`src/rtl/row_uram_arbiter.sv`:
```
// Round-robin arbiter handing one core per row ownership of a shared URAM port, with a
// write-count flush handshake. Optional idle-owner watchdog: define ROW_ARB_WATCHDOG_EN.

module row_uram_lane #(
    parameter int ADDR_W = 12
) (
    input  logic              sel,
    input  logic              en,
    input  logic              wr_en,
    input  logic [ADDR_W-1:0] addr,
    input  logic [31:0]       wr_data,
    output logic [ADDR_W+33:0] bus
);
    // Zero when not selected so the top can OR-reduce all lanes.
    assign bus = sel ? {en, wr_en, addr, wr_data} : '0;
endmodule

module row_uram_arbiter #(
    parameter int NUM_CORES       = 8,
    parameter int ADDR_W          = 12,
    parameter int FLUSH_THRESHOLD = 4096,
    parameter int TIMEOUT_CYCLES  = 1024
) (
    input  logic                        clk,
    input  logic                        reset,
    input  logic [NUM_CORES-1:0]        i_core_req,
    input  logic [NUM_CORES-1:0]        i_core_locked,
    output logic [NUM_CORES-1:0]        o_core_grant,
    output logic                        o_uram_emptied,
    input  logic [NUM_CORES-1:0]        i_core_uram_en,
    input  logic [NUM_CORES-1:0]        i_core_uram_wr_en,
    input  logic [NUM_CORES*ADDR_W-1:0] i_core_uram_addr,
    input  logic [NUM_CORES*32-1:0]     i_core_uram_wr_data,
    output logic                        o_uram_en,
    output logic                        o_uram_wr_en,
    output logic [ADDR_W-1:0]           o_uram_addr,
    output logic [31:0]                 o_uram_wr_data,
    output logic                        o_flush_req,
    input  logic                        i_drain_done
);
    localparam logic [1:0] IDLE  = 2'd0;
    localparam logic [1:0] GRANT = 2'd1;
    localparam logic [1:0] FLUSH = 2'd2;

    localparam int IDX_W = (NUM_CORES > 1) ? $clog2(NUM_CORES) : 1;
    localparam int CNT_W = $clog2(FLUSH_THRESHOLD + 1);
    localparam int BUS_W = ADDR_W + 34;

    localparam logic [IDX_W:0]   NC_EXT = (IDX_W+1)'(NUM_CORES);
    localparam logic [IDX_W-1:0] LAST   = IDX_W'(NUM_CORES - 1);
    localparam logic [CNT_W-1:0] TH     = CNT_W'(FLUSH_THRESHOLD);

    logic [1:0]                        state;
    logic [IDX_W-1:0]                  owner;
    logic [IDX_W-1:0]                  rr_ptr;
    logic [IDX_W-1:0]                  owner_nxt;
    logic [IDX_W-1:0]                  pick_idx;
    logic                              pick_valid;
    logic [IDX_W:0]                    rr_sum;
    logic                              hold;
    logic                              wd_expire;
    logic [CNT_W-1:0]                  wr_count;
    logic [NUM_CORES-1:0][BUS_W-1:0]   lane_bus;
    logic [BUS_W-1:0]                  mux_bus;

    // Walk offsets high to low so the nearest requester at/after rr_ptr wins.
    always_comb begin
        pick_valid = 1'b0;
        pick_idx   = '0;
        rr_sum     = '0;
        for (int i = NUM_CORES - 1; i >= 0; i--) begin
            rr_sum = {1'b0, rr_ptr} + (IDX_W+1)'(i);
            if (rr_sum >= NC_EXT)
                rr_sum = rr_sum - NC_EXT;
            if (i_core_req[rr_sum[IDX_W-1:0]]) begin
                pick_valid = 1'b1;
                pick_idx   = rr_sum[IDX_W-1:0];
            end
        end
    end

    assign owner_nxt = (owner == LAST) ? '0 : owner + IDX_W'(1);
    assign hold      = (i_core_req[owner] | i_core_locked[owner]) & ~wd_expire;

`ifdef ROW_ARB_WATCHDOG_EN
    localparam int WD_W = $clog2(TIMEOUT_CYCLES + 1);
    localparam logic [WD_W-1:0] WD_LAST = WD_W'(TIMEOUT_CYCLES - 1);

    logic [WD_W-1:0] idle_cnt;

    // Fires on the TIMEOUT_CYCLES-th consecutive granted cycle without an owner access.
    assign wd_expire = (state == GRANT) && !i_core_uram_en[owner] && (idle_cnt == WD_LAST);

    always_ff @(posedge clk or posedge reset) begin
        if (reset)
            idle_cnt <= '0;
        else if (state != GRANT || i_core_uram_en[owner] || wd_expire)
            idle_cnt <= '0;
        else
            idle_cnt <= idle_cnt + WD_W'(1);
    end
`else
    logic unused_timeout;
    assign unused_timeout = ^TIMEOUT_CYCLES;
    assign wd_expire      = 1'b0;
`endif

    always_ff @(posedge clk or posedge reset) begin
        if (reset) begin
            state          <= IDLE;
            owner          <= '0;
            rr_ptr         <= '0;
            o_core_grant   <= '0;
            o_flush_req    <= 1'b0;
            o_uram_emptied <= 1'b0;
        end else begin
            o_uram_emptied <= 1'b0;
            case (state)
                IDLE: begin
                    if (pick_valid) begin
                        owner        <= pick_idx;
                        o_core_grant <= NUM_CORES'(1) << pick_idx;
                        state        <= GRANT;
                    end
                end
                GRANT: begin
                    // Flush is only considered here, so an owner is never preempted.
                    if (!hold) begin
                        o_core_grant <= '0;
                        rr_ptr       <= owner_nxt;
                        if (wr_count >= TH) begin
                            state       <= FLUSH;
                            o_flush_req <= 1'b1;
                        end else begin
                            state <= IDLE;
                        end
                    end
                end
                FLUSH: begin
                    if (i_drain_done) begin
                        o_flush_req    <= 1'b0;
                        o_uram_emptied <= 1'b1;
                        state          <= IDLE;
                    end
                end
                default: state <= IDLE;
            endcase
        end
    end

    always_ff @(posedge clk or posedge reset) begin
        if (reset)
            wr_count <= '0;
        else if (state == FLUSH && i_drain_done)
            wr_count <= '0;
        else if (o_uram_en && o_uram_wr_en && wr_count != TH)
            wr_count <= wr_count + CNT_W'(1);
    end

    // The grant vector is the owner one-hot in GRANT and zero elsewhere, so it doubles as mux select.
    for (genvar k = 0; k < NUM_CORES; k++) begin : g_lane
        row_uram_lane #(.ADDR_W(ADDR_W)) u_lane (
            .sel     (o_core_grant[k]),
            .en      (i_core_uram_en[k]),
            .wr_en   (i_core_uram_wr_en[k]),
            .addr    (i_core_uram_addr[k*ADDR_W +: ADDR_W]),
            .wr_data (i_core_uram_wr_data[k*32 +: 32]),
            .bus     (lane_bus[k])
        );
    end

    always_comb begin
        mux_bus = '0;
        for (int k = 0; k < NUM_CORES; k++)
            mux_bus = mux_bus | lane_bus[k];
    end

    always_ff @(posedge clk or posedge reset) begin
        if (reset) begin
            o_uram_en      <= 1'b0;
            o_uram_wr_en   <= 1'b0;
            o_uram_addr    <= '0;
            o_uram_wr_data <= '0;
        end else begin
            {o_uram_en, o_uram_wr_en, o_uram_addr, o_uram_wr_data} <= mux_bus;
        end
    end

endmodule
```
`config.mk`:
```
export PLATFORM = sky130hd
export DESIGN_NAME = row_uram_arbiter
export DESIGN_NICKNAME = d
export VERILOG_FILES = /design/src/rtl/row_uram_arbiter.sv
export SDC_FILE = /design/constraint.sdc
export NUM_CORES = 1
export LEC_CHECK = 0
export CAP_MARGIN = 20
export CORE_AREA = 2 2 173 175
export CTS_BUF_LIST = sky130_fd_sc_hd__clkbuf_8 sky130_fd_sc_hd__clkbuf_16
export CTS_CLUSTER_DIAMETER = 40
export CTS_CLUSTER_SIZE = 20
export DETAILED_ROUTE_END_ITERATION = 8
export DIE_AREA = 0 0 175 177
export PLACE_DENSITY = 0.48
export SYNTH_ARGS = -nofsm -noshare
export SYNTH_HDL_FRONTEND = slang
export SYNTH_SLANG_ARGS = --single-unit
```
`constraint.sdc`:
```
create_clock -name clk -period 4.6 [get_ports clk]
set_clock_uncertainty 0.15 [all_clocks]
set_input_delay 1.38 -clock clk [delete_from_list [all_inputs] [get_ports clk]]
set_output_delay 1.38 -clock clk [all_outputs]
set_load 0.005 [all_outputs]
```
==> impl_metrics.env <==
export IMPL_ant_nets=0
export IMPL_yosys_cell_types_count=49
export IMPL_setup_violations=0
export IMPL_p_leak_uw=0.00384
export IMPL_io_pin_count=443
export IMPL_synthFlopType="dfrtp_1"
export IMPL_maxSlewViolCount=0
export IMPL_syn_inst=577
export IMPL_vias=6826
export IMPL_synth_edf_count=0
export IMPL_post_cts_buffers=0
export IMPL_initial_utilization=0.184
export IMPL_nFillCells=2981
export IMPL_root_buffer="clkbuf_16"
export IMPL_avgSynthCellArea_um2=9.32
export IMPL_grt_pass1_vias=6809
export IMPL_syn_nets=970
export IMPL_cts_tree="yes"
export IMPL_cp_max_fo=8
export IMPL_grt_overflow_total=0
export IMPL_dp_hpwl_mm=24.7
export IMPL_synth_yosys_seq_area_share=0.358
export IMPL_final_common_cell="clkdlybuf4s50_1"
export IMPL_max_slew_margin=0.503
export IMPL_drv_cap=0
export IMPL_numCtsBuffers=9
export IMPL_status="completed"
export IMPL_required_ns=4.68
export IMPL_postSynth_asyncResetShare=1.00
export IMPL_multiInputGateArea_um2=3150
export IMPL_max_freq_mhz=251
export IMPL_drc=0
export IMPL_gp_congestion=0.828
export IMPL_min_period_over_period=0.865
export IMPL_ff_latch_area_um2=1940
export IMPL_cts_sinks=77
export IMPL_grt_util_met3=0.0653
export IMPL_postRouteWirelength_mm=33.4
export IMPL_met2_usage=0.330
export IMPL_wl_per_cell_um=24.2
export IMPL_htree_levels=3
export IMPL_cts_resized=0
export IMPL_start_kind="primary input"
export IMPL_final_cell_mix="clkdlybuf4s50_1 (442), a22oi_1 (186), dfrtp_1 (69)"
export IMPL_worstMarginPinSlew_ns=0.746
export IMPL_core_um2=29200
export IMPL_p_per_area_nw_per_um2=463
export IMPL_worst_setup_path_type="in2reg"
export IMPL_synth_seq_cells=77
export IMPL_synth_area_um2=5380
export IMPL_top_usage_layer="met2"
export IMPL_first_pass_iters=4
export IMPL_post_route_util=0.359
export IMPL_holdBufCountCts=0
export IMPL_num_rows=63
export IMPL_viasPerCell=4.93
export IMPL_clk_insertion_delay_late_ns=0.34
export IMPL_max_vdd_ir_drop_uv=282
export IMPL_drt_iter0_drc=464
export IMPL_die_area_um2=31000
export IMPL_hold_class="reg2reg"
export IMPL_die_h_um=177
export IMPL_end_kind="flip-flop"
export IMPL_grt_max_degree=48
export IMPL_path_clk_slew_ns=0.06
export IMPL_hold_viol_final=0
export IMPL_grt_pass1_wl_mm=46.3
export IMPL_nNetsFinal=1381
export IMPL_period_needed_ns=3.98
export IMPL_drive_gt1_frac=0.0594
export IMPL_cts_buffer_depth=2
export IMPL_ys_warn_count=0
export IMPL_io_buffers=442
export IMPL_rsz0062_at_grt="false"
export IMPL_area_growth_pct=94.9
export IMPL_gr_usage_all_layers=0.205
export IMPL_cp_data_arrival_time_ns=4.06
export IMPL_grt_use_met1=0.265
export IMPL_antenna_found_initial=5
export IMPL_final_setup_tns_ns=0
export IMPL_chipWidth_um=175
[sequential cells by signal, indices dropped and copies added, names as in the netlist]
name / flops
o_core_grant: 8
o_flush_req: 1
o_uram_addr: 12
o_uram_emptied: 1
o_uram_en: 1
o_uram_wr_data: 32
o_uram_wr_en: 1
owner: 3
rr_ptr: 3
state: 2
wr_count: 13
[synthesized netlist by cell type (7+ instances only)]
cell type  count  share of area
a21oi_1        8         0.0074
a22oi_1      186           0.26
buf_1         14         0.0098
buf_4          9          0.013
clkbuf_1      31          0.022
dfrtp_1       77           0.36
inv_1          9         0.0063
mux2_2         7          0.015
mux2i_1        7          0.013
mux4_2        10          0.042
nand2_1       26          0.018
nand4_1       49          0.057
nor2_1        31          0.022
nor2b_1        8         0.0093
nor3_1         8         0.0074
o21ai_0       15          0.014
xor2_1         9          0.015
[metrics by stage]
stage / power [uW] / cell area, um^2 / std cells / hold slack [ns] / setup WS, ns
final: 4860 / 10500 / 1384 / 0.391 / 0.619
after global placement: 4120 / 10200 / 1367 / 0.385 / 0.375
after global routing: 5240 / 10500 / 1384 / 0.429 / 0.392
after detailed placement: 4090 / 10200 / 1367 / 0.385 / 0.336
after floorplan: 2710 / 5380 / 577 / 0.337 / 1.09
after CTS: 4930 / 10500 / 1383 / 0.398 / 0.692
[cell families (layout without fill, tap and decap cells)]
family,count (synthesis),count (layout),synth area share
and+or+nand+nor,149,149,0.146
muxes,25,25,0.0723
DFF,77,77,0.358
xor gates and xnor gates,14,14,0.0263
other,0,1,0
AOI/OAI and AO/OA,239,239,0.327
adders and majority gates,6,6,0.0140
buffers and inverters,67,483,0.0563
[where the power goes]
group          switching (uW)  leakage, uW  total, uW  internal (uW)
Clock                     297     0.000149        770            472
Combinational            1480      0.00274       2910           1430
Sequential                208     0.000957       1180            971
Total                    1980      0.00384       4860           2880
[critical path, cell delays in order]
cell             delay, ns
clkdlybuf4s50_1       0.56
mux4_2                0.57
nand2_1               0.11
o21ai_0               0.19
or3_1                 0.40
a211o_1               0.27
a31o_1                0.28
o31ai_1               0.29
[final cells by class]
cell class / count / area share
antenna: 1 / 0.000239
clock buffer: 9 / 0.0215
clock inverter: 7 / 0.00871
inverter: 9 / 0.00346
multi-input combinational: 433 / 0.300
sequential: 77 / 0.185
tap: 390 / 0.0465
timing repair buffer: 458 / 0.435
[layer usage]
metal / wire [um] / up-vias / share of wire
met5: 27 / - / 0.00081
met4: 662 / 4 / 0.020
met3: 2720 / 34 / 0.081
met2: 15600 / 316 / 0.47
met1: 14400 / 3330 / 0.43
li1: - / 3142 / -
[final timing paths]
check	slack, ns	from	endpoint	cells after the start
max	0.62	i_core_req[3]	o_core_grant[3]$_DFFE_PP0P_	8
min	0.39	o_flush_req$_DFFE_PP0P_	o_flush_req$_DFFE_PP0P_	2
max reg2reg	1.00	rr_ptr[0]$_DFFE_PP0P_	o_core_grant[3]$_DFFE_PP0P_	8
min reg2reg	0.39	o_flush_req$_DFFE_PP0P_	o_flush_req$_DFFE_PP0P_	2
max in group asynchronous	2.33	reset	o_core_grant[7]$_DFFE_PP0P_	3
min in group asynchronous	1.36	reset	o_uram_wr_data[12]$_DFF_PP0_	2
No activity file was read; power rests on OpenSTA's default activity.
